<file path="config.mk">
export PLATFORM = sky130hd
export DESIGN_NAME = serial_add_arbiter_flat
export DESIGN_NICKNAME = d
export VERILOG_FILES = /design/src/rtl/serial_add_arbiter_if.sv /design/src/rtl/serial_add_arbiter.sv /design/src/flat_wrapper.sv
export SDC_FILE = /design/constraint.sdc
export NUM_CORES = 1
export LEC_CHECK = 0
export ABC_AREA = 1
export CORE_MARGIN = 3
export CORE_UTILIZATION = 30
export CTS_CLUSTER_SIZE = 16
export DETAILED_ROUTE_END_ITERATION = 8
export PLACE_DENSITY_LB_ADDON = 0.2
export SLEW_MARGIN = 20
export SYNTH_ARGS = -nofsm -noshare
export SYNTH_HDL_FRONTEND = slang
export SYNTH_SLANG_ARGS = --single-unit
export TNS_END_PERCENT = 20
</file>
<file path="constraint.sdc">
create_clock -name clk -period 2.22 [get_ports clk]
set_input_delay 0.333 -clock clk [delete_from_list [all_inputs] [get_ports clk]]
set_output_delay 0.333 -clock clk [all_outputs]
set_load 0.02 [all_outputs]
</file>
<file path="src/rtl/serial_add_arbiter_if.sv">
// Request/response bundle for serial_add_arbiter; req_sub/rsp_sub exist only
// when SERIAL_ADD_SUB_EN is defined.
interface serial_add_arbiter_if #(
   parameter int unsigned WIDTH = 8
);
   logic [1:0]         req_valid;
   logic [1:0]         req_ready;
   logic [2*WIDTH-1:0] req_a;
   logic [2*WIDTH-1:0] req_b;
   logic               rsp_valid;
   logic               rsp_ready;
   logic               rsp_id;
   logic [WIDTH-1:0]   rsp_sum;
   logic               rsp_carry;
`ifdef SERIAL_ADD_SUB_EN
   logic [1:0]         req_sub;
   logic               rsp_sub;
`endif

   modport slave (
      input  req_valid, req_a, req_b, rsp_ready,
`ifdef SERIAL_ADD_SUB_EN
      input  req_sub,
      output rsp_sub,
`endif
      output req_ready, rsp_valid, rsp_id, rsp_sum, rsp_carry
   );

   modport master (
      output req_valid, req_a, req_b, rsp_ready,
`ifdef SERIAL_ADD_SUB_EN
      output req_sub,
      input  rsp_sub,
`endif
      input  req_ready, rsp_valid, rsp_id, rsp_sum, rsp_carry
   );
endinterface

</file>
<file path="src/rtl/serial_add_arbiter.sv">
// Two-requester round-robin front end sharing one LSB-first bit-serial adder.
// Define SERIAL_ADD_SUB_EN to add per-request subtraction (A-B, carry = no borrow).
module serial_add_arbiter #(
   parameter int unsigned WIDTH = 8
) (
   input  logic                clk,
   input  logic                rst_n,
   serial_add_arbiter_if.slave bus,
   output logic                busy
);
   localparam int unsigned CW = (WIDTH > 1) ? $clog2(WIDTH) : 1;

   typedef enum logic [1:0] {IDLE, RUN, DONE} state_t;

   state_t           state_q, state_d;
   logic [WIDTH-1:0] a_q, a_d, b_q, b_d, sum_q, sum_d;
   logic [CW-1:0]    cnt_q, cnt_d;
   logic             c_q, c_d, carry_q, carry_d;
   logic             id_q, id_d, prio_q, prio_d;
   logic             grant;
   logic [1:0]       ready;
   logic             bit_sum, bit_carry;
   logic [WIDTH-1:0] op_a, op_b;
`ifdef SERIAL_ADD_SUB_EN
   logic             sub_q, sub_d;
`endif

   // Contention is resolved by prio; a lone requester always wins.
   always_comb begin
      grant = (bus.req_valid == 2'b11) ? prio_q : bus.req_valid[1];
      ready = '0;
      if (state_q == IDLE) ready[grant] = |bus.req_valid;
      op_a = grant ? bus.req_a[2*WIDTH-1:WIDTH] : bus.req_a[WIDTH-1:0];
      op_b = grant ? bus.req_b[2*WIDTH-1:WIDTH] : bus.req_b[WIDTH-1:0];
   end

   assign bit_sum   = a_q[cnt_q] ^ b_q[cnt_q] ^ c_q;
   assign bit_carry = (a_q[cnt_q] & b_q[cnt_q]) | (c_q & (a_q[cnt_q] ^ b_q[cnt_q]));

   always_comb begin
      state_d = state_q;
      a_d     = a_q;
      b_d     = b_q;
      sum_d   = sum_q;
      cnt_d   = cnt_q;
      c_d     = c_q;
      carry_d = carry_q;
      id_d    = id_q;
      prio_d  = prio_q;
`ifdef SERIAL_ADD_SUB_EN
      sub_d   = sub_q;
`endif
      unique case (state_q)
         IDLE: begin
            if (|ready) begin
               a_d     = op_a;
               b_d     = op_b;
               c_d     = 1'b0;
               cnt_d   = '0;
               id_d    = grant;
               prio_d  = ~grant;
               state_d = RUN;
`ifdef SERIAL_ADD_SUB_EN
               // Subtract as A + ~B + 1: invert B and preload the carry.
               sub_d = bus.req_sub[grant];
               if (bus.req_sub[grant]) begin
                  b_d = ~op_b;
                  c_d = 1'b1;
               end
`endif
            end
         end
         RUN: begin
            sum_d[cnt_q] = bit_sum;
            c_d          = bit_carry;
            cnt_d        = cnt_q + CW'(1);
            if (cnt_q == CW'(WIDTH - 1)) begin
               carry_d = bit_carry;
               state_d = DONE;
            end
         end
         DONE: begin
            if (bus.rsp_ready) state_d = IDLE;
         end
         default: state_d = IDLE;
      endcase
   end

   always_ff @(posedge clk or negedge rst_n) begin
      if (!rst_n) begin
         state_q <= IDLE;
         a_q     <= '0;
         b_q     <= '0;
         sum_q   <= '0;
         cnt_q   <= '0;
         c_q     <= 1'b0;
         carry_q <= 1'b0;
         id_q    <= 1'b0;
         prio_q  <= 1'b0;
`ifdef SERIAL_ADD_SUB_EN
         sub_q   <= 1'b0;
`endif
      end else begin
         state_q <= state_d;
         a_q     <= a_d;
         b_q     <= b_d;
         sum_q   <= sum_d;
         cnt_q   <= cnt_d;
         c_q     <= c_d;
         carry_q <= carry_d;
         id_q    <= id_d;
         prio_q  <= prio_d;
`ifdef SERIAL_ADD_SUB_EN
         sub_q   <= sub_d;
`endif
      end
   end

   assign bus.req_ready = ready;
   assign bus.rsp_valid = (state_q == DONE);
   assign bus.rsp_id    = id_q;
   assign bus.rsp_sum   = sum_q;
   assign bus.rsp_carry = carry_q;
`ifdef SERIAL_ADD_SUB_EN
   assign bus.rsp_sub   = sub_q;
`endif
   assign busy          = (state_q != IDLE);

endmodule
</file>
<file path="src/flat_wrapper.sv">
// flat-port wrapper written by rule: the top's interface ports become plain ports
module serial_add_arbiter_flat 
#(
   parameter int unsigned WIDTH = 8
)
  (clk, rst_n, busy, bus_req_valid, bus_req_a, bus_req_b, bus_rsp_ready, bus_req_ready, bus_rsp_valid, bus_rsp_id, bus_rsp_sum, bus_rsp_carry);
  serial_add_arbiter_if #(.WIDTH(WIDTH)) bus_i ();
  input  logic clk;
  input  logic rst_n;
  output logic busy;
  input wire logic [$bits(bus_i.req_valid)-1:0] bus_req_valid;
  input wire logic [$bits(bus_i.req_a)-1:0] bus_req_a;
  input wire logic [$bits(bus_i.req_b)-1:0] bus_req_b;
  input wire logic [$bits(bus_i.rsp_ready)-1:0] bus_rsp_ready;
  output wire logic [$bits(bus_i.req_ready)-1:0] bus_req_ready;
  output wire logic [$bits(bus_i.rsp_valid)-1:0] bus_rsp_valid;
  output wire logic [$bits(bus_i.rsp_id)-1:0] bus_rsp_id;
  output wire logic [$bits(bus_i.rsp_sum)-1:0] bus_rsp_sum;
  output wire logic [$bits(bus_i.rsp_carry)-1:0] bus_rsp_carry;
  assign bus_i.req_valid = bus_req_valid;
  assign bus_i.req_a = bus_req_a;
  assign bus_i.req_b = bus_req_b;
  assign bus_i.rsp_ready = bus_rsp_ready;
  assign bus_req_ready = bus_i.req_ready;
  assign bus_rsp_valid = bus_i.rsp_valid;
  assign bus_rsp_id = bus_i.rsp_id;
  assign bus_rsp_sum = bus_i.rsp_sum;
  assign bus_rsp_carry = bus_i.rsp_carry;
  serial_add_arbiter #(.WIDTH(WIDTH)) u_core (.clk(clk), .rst_n(rst_n), .bus(bus_i), .busy(busy));
endmodule
</file>
* After elaboration in Yosys (flattened, before gate mapping)
Index checks and enable logic that the tools add are counted.
** Cells by class
- Add/subtract/negate cells :: 1
- $mul :: 0
- Bitwise logic cells :: 7
- Shifts and indexed selects :: 0
- Reduce and logical (&&, ||, !) cells :: 11
- Eq/ne operators :: 7
- Order comparisons :: 4
- Divide/modulo/power cells :: 0
- Mux-type cells :: 21
** Operator list (count)
- two-way mux 8 bit :: 2
- bitwise mux 8 bit :: 1
- two-way mux 2 bit :: 4
- binary-select mux 1 bit (select 3 bit) :: 2
- two-way mux 1 bit :: 6
- case mux 2 bit (3 select lines) :: 1
- case mux 3 bit (2 select lines) :: 1
- AND reduction 2 bit :: 3
- == test 2 bit (second input constant) :: 2
- < comparator 3 x 4 -> 1 bit (second input constant) :: 1
- inequality test 2 bit (second input constant) :: 2
- nonzero test 2 bit :: 2
- OR reduction 2 bit :: 2
- adder 3 x 1 -> 3 bit (second input constant) :: 1
- demux 1 bit (select 3 bit) :: 1
- == test 3 bit (second input constant) :: 1
- greater-or-equal comparator 3 x 1 -> 1 bit (second input constant) :: 1
- two-way mux 3 bit :: 1
- AND reduction 3 bit :: 1
- AND 1 bit :: 2
- AND 2 bit :: 1
- == test 2 x 1 -> 1 bit (second input constant) :: 1
- logical AND 1 bit :: 2
- logical NOT 2 bit :: 1
- other kinds (8) :: 9
** Storage, ports and cells
- ROM bits :: 0
- Bits in registers :: 33
- Memories kept :: 0
- RAM bits :: 0
- Input bits :: 37
- Output and inout bits :: 14
- Bits in latches :: 0

* Logic depth before layout (Yosys ltp)
- Depth in word-level cells :: 11
- Depth in mapped cells :: 10
- Gate-level depth less buffers :: 9

* Worst setup path after synthesis
Ideal clock, no wire load.
- Kind :: flip-flop to flip-flop
- Start point :: register u_core.cnt_q[0]
- End point :: register u_core.sum_q[0] (netlist: u_core.bus.rsp_sum[0])
- Slack :: 0.354 ns
- Stages on the path, launching flop included :: 11
- Required time :: 2.154 ns
- Path buffers :: 2
- Arrival :: 1.800 ns
- Path through :: dfrtp_1 > buf_2 > nand2_1 > nand3_1 > nand2_1 > inv_1 > nand2_1 > fa_1 > clkbuf_1 > nand3_1 > nand2_1
** Between the ends
- Cells in the longest elaborated chain, start to end :: 5
- Elaborated cells between the ends (all ways) :: 12
- Classes of those cells :: order compare: 2; mux: 7; bitwise: 2; reduce/logical: 1
** Ends and longest elaborated chain
- start, declared :: line serial_add_arbiter.sv:17 : logic [CW-1:0] cnt_q, cnt_d;
- start signal, assigned :: line serial_add_arbiter.sv:108 : cnt_q <= cnt_d;
- binary-select mux 1 bit (select 3 bit) :: line serial_add_arbiter.sv:37 : assign bit_sum = a_q[cnt_q] ^ b_q[cnt_q] ^ c_q;
- two-way mux 1 bit (not written as such) :: line serial_add_arbiter.sv:37
- bitwise XOR 1 bit * (2 in a row) :: line serial_add_arbiter.sv:37
- named net u_core.bit_sum :: line serial_add_arbiter.sv:22 : logic bit_sum, bit_carry;
- bitwise mux 8 bit * :: line serial_add_arbiter.sv:74 : sum_d[cnt_q] = bit_sum;
- end signal, assigned :: line serial_add_arbiter.sv:107 : sum_q <= sum_d;
- end, declared :: line serial_add_arbiter.sv:16 : logic [WIDTH-1:0] a_q, a_d, b_q, b_d, sum_q, sum_d;
The timed path passes the listed nets; every way through them passes the cells marked *. The select of a mux whose other input is x is not followed.
A chain may end at the register's enable or synchronous reset.

* Worst setup path after layout
- Start point :: register u_core.state_q[0]
- End point :: output bus_req_ready[0]
** Between the ends
- Cells in the longest elaborated chain, start to end :: 2
** Ends and longest elaborated chain
- start, declared :: line serial_add_arbiter.sv:15 : state_t state_q, state_d;
- start signal, assigned :: line serial_add_arbiter.sv:104 : state_q <= state_d;
- logical NOT 2 bit :: line serial_add_arbiter.sv:32 : if (state_q == IDLE) ready[grant] = |bus.req_valid;
- two-way mux 2 bit :: line serial_add_arbiter.sv:32
- end, declared :: line flat_wrapper.sv:15 : output wire logic [$bits(bus_i.req_ready)-1:0] bus_req_ready;
Every way passes these cells.

==> impl_metrics.py <==
metrics = {
    "run_status": {
        "status": "completed",
    },
    "clock_tree": {
        "postCtsHoldBufs": 0,
        "cts_setup_buffers": 0,
        "clock_path_buffers": 2,
        "worstSkewPairLatency_ns": 0.28,
        "cts_buffers": 5,
        "cts_tree": "done",
        "cts_sinks": 33,
        "clk_pin_slew_ns": 0.07,
        "ctsResizeCount": 0,
        "cts_htree_levels": 2,
        "ctsRootBufferMaster": "clkbuf_8",
    },
    "setup_path": {
        "slowest_stage": "clkdlybuf4s50_1",
        "crit_family": "buffers and inverters",
        "crit_type": "reg2out",
        "end_kind": "output pin",
        "r2r_cells": 9,
        "r2r_start": "u_core.cnt_q[0]",
        "rrSetupSlack_ns": 0.25,
        "regToRegEndpoint": "u_core.bus.rsp_sum[1]",
        "path_cells": "nor2_4 > nand3_1 > inv_1 > clkdlybuf4s50_1",
        "path_buf_inv": 2,
        "start_kind": "flip-flop",
        "crit_arrival_ns": 1.68,
        "crit_path_max_fanout": 4,
        "crit_required_ns": 1.89,
        "cpPeakStageDelay_ns": 0.59,
    },
    "synth": {
        "synth_cells": 239,
        "avgSynthCellArea_um2": 7.76,
        "synth_fp_nets": 279,
        "synth_seq_cells": 33,
        "syn_area_mm2": 0.00186,
        "yosysMostFrequentCell": "nand2_1",
        "yosys_warnings": 0,
        "synth_edf_count": 0,
        "netlist_top_cells_area": "dfrtp_1 45%, nand2_1 15%, nand4_1 11%",
        "yosys.area.top_type": "dfrtp_1",
        "synth_cell_types": 21,
        "ys_top_cells_by_count": "74 x nand2_1, 38 x nand3_1, 33 x dfrtp_1, 32 x nand4_1, 29 x inv_1",
        "async_flop_share_pct": 100,
        "yosysSeqAreaShare_pct": 44.5,
        "synth_top_area_share_pct": 44.5,
        "ys.flop_type": "dfrtp_1",
    },
    "cells_and_area": {
        "areaGrowthSynthToFinish_pct": 37.5,
        "antenna_cells": 0,
        "num-nets-final": 335,
        "final_util_pct": 42.8,
        "fillers": 617,
        "layout-drive-gt1-share_pct": 9.12,
    },
    "global_route": {
        "antenna_found_initial": 0,
        "grtUsageTotal_pct": 13.2,
        "grt_pass1_vias": 1750,
        "grt_pass1_wl_um": 7870,
        "grt_max_degree": 34,
        "gr-total-overflow": 0,
    },
    "route": {
        "drt-pass1-iter-count": 4,
        "drt_wl_total_um": 4290,
        "drt_iter0_markers": 47,
        "drt-wirelength-per-cell_um": 11.6,
        "vias": 1694,
        "avgViaCountPerCell": 4.57,
        "drtAntennaViolNets": 0,
        "drc_errors": 0,
    },
    "sta": {
        "rsz0062_at_grt": "no",
        "min_period_ns": 2.02,
        "tightest_slew_ns": 0.421,
        "max-slew-margin-rel_pct": 71.9,
        "clock.fmax_mhz": 496,
        "finalSetupViolCount": 0,
        "drv_slew": 0,
        "fin_crit_sh_pct": 90.9,
        "fin_tns_setup_ns": 0,
        "clock_skew_ns": 0.00441,
        "hold_viol_final": 0,
    },
    "worst_hold_path": {
        "min_path_type": "in2async",
    },
    "pwr": {
        "p_leak_nw": 1.23,
        "peakVddDrop_mv": 0.497,
        "p_per_area_mw_per_mm2": 1320,
    },
    "die": {
        "die_h_um": 84.6,
        "start_util_pct": 31.2,
        "num_rows": 28,
        "core_area_mm2": 0.00596,
        "dieArea_mm2": 0.00716,
        "die_w_um": 84.6,
        "io_pins": 51,
    },
    "placed_design": {
        "hpwl_um": 3330,
        "place.gp.congestion": 0.760,
        "numPortBuffers": 50,
    },
    "run": {
        "maxCapViolCount": 0,
    },
}
where the power goes:
part / internal (mW) / leakage (nW) / switching, mW / total (mW)
Combinational: 0.731 / 0.763 / 1.06 / 1.79
Clock: 0.280 / 0.0542 / 0.211 / 0.491
Sequential: 0.883 / 0.412 / 0.199 / 1.08
Total: 1.89 / 1.23 / 1.47 / 3.37
worst reg2reg max path: stages (launching register included):
cell     delay, ns
dfrtp_1       0.49
inv_2         0.20
nand2_1       0.07
nand3_1       0.07
nand2_1       0.05
inv_1         0.05
nand2_1       0.07
fa_1          0.70
nand3_1       0.11
nand2_1       0.08
registers in the layout, indices dropped and copies added (netlist names):
name and flops:
u_core.a_q 8, u_core.b_q 8, u_core.bus.rsp_sum 8, u_core.cnt_q 3
u_core.state_q 2, u_core.bus.rsp_carry 1, u_core.bus.rsp_id 1, u_core.c_q 1
u_core.prio_q 1
worst max-delay path by stage:
stage          slack, ns         startpoint  cells past startpoint                     to
2_1_floorplan       0.35    u_core.cnt_q[0]                     10  u_core.bus.rsp_sum[0]
3_3_place_gp        0.23   bus_req_valid[0]                      4       bus_req_ready[0]
3_5_place_dp        0.21   bus_req_valid[0]                      5       bus_req_ready[1]
4_1_cts             0.16  u_core.state_q[0]                      4       bus_req_ready[0]
5_1_grt            0.009    u_core.cnt_q[0]                      9  u_core.bus.rsp_sum[4]
6_report            0.20  u_core.state_q[0]                      4       bus_req_ready[0]
metal layers:
layer	vias to the layer above	wire, um	GRT usage [%]
li1	903	-	-
met1	741	2130	18.4
met2	46	1890	20.8
met3	4	240	3.24
met4	0	30	3.02
met5	-	0	0
layout by cell type, fill, tap and decap left out, types with 2 or more instances in the layout:
master           Yosys  layout
nand2_1             74      74
clkdlybuf4s50_1      0      50
nand3_1             38      38
dfrtp_1             33      33
nand4_1             32      32
inv_1               29      29
buf_4                6      12
clkbuf_8             0       7
nor2_1               4       4
nor2_4               3       3
o21ai_0              3       3
ha_1                 2       2
stage by stage:
stage | hold slack, ns | total power, mW | setup slack (ns) | std cells | cell area (um^2)
after floorplan | 0.0374 | 2.33 | 0.354 | 239 | 1860
after global placement | 0.460 | 2.90 | 0.233 | 363 | 2450
after detailed placement | 0.460 | 2.92 | 0.214 | 363 | 2450
after CTS | 0.476 | 3.42 | 0.163 | 371 | 2550
after global routing | 0.501 | 3.71 | 0.00892 | 371 | 2550
final | 0.464 | 3.37 | 0.202 | 371 | 2550
kinds of logic after synthesis:
logic type,Yosys count,share of synthesized area [%]
flip-flops,33,44.5
buffers and inverters,44,11.1
adder cells (fa/ha/maj),3,2.43
AO/OA/AOI/OAI,6,2.36
AND/OR/NAND/NOR,153,39.6
cell type report:
class	count	area, um^2	share of cell area [%]
clock buffer	7	96.3	3.78
clock inverter	1	5.00	0.196
inverter	31	116	4.56
sequential	33	826	32.4
multi-input combinational	162	823	32.3
timing repair buffer	62	591	23.1
tap	75	93.8	3.68
Power figures use the tool's default switching activity.
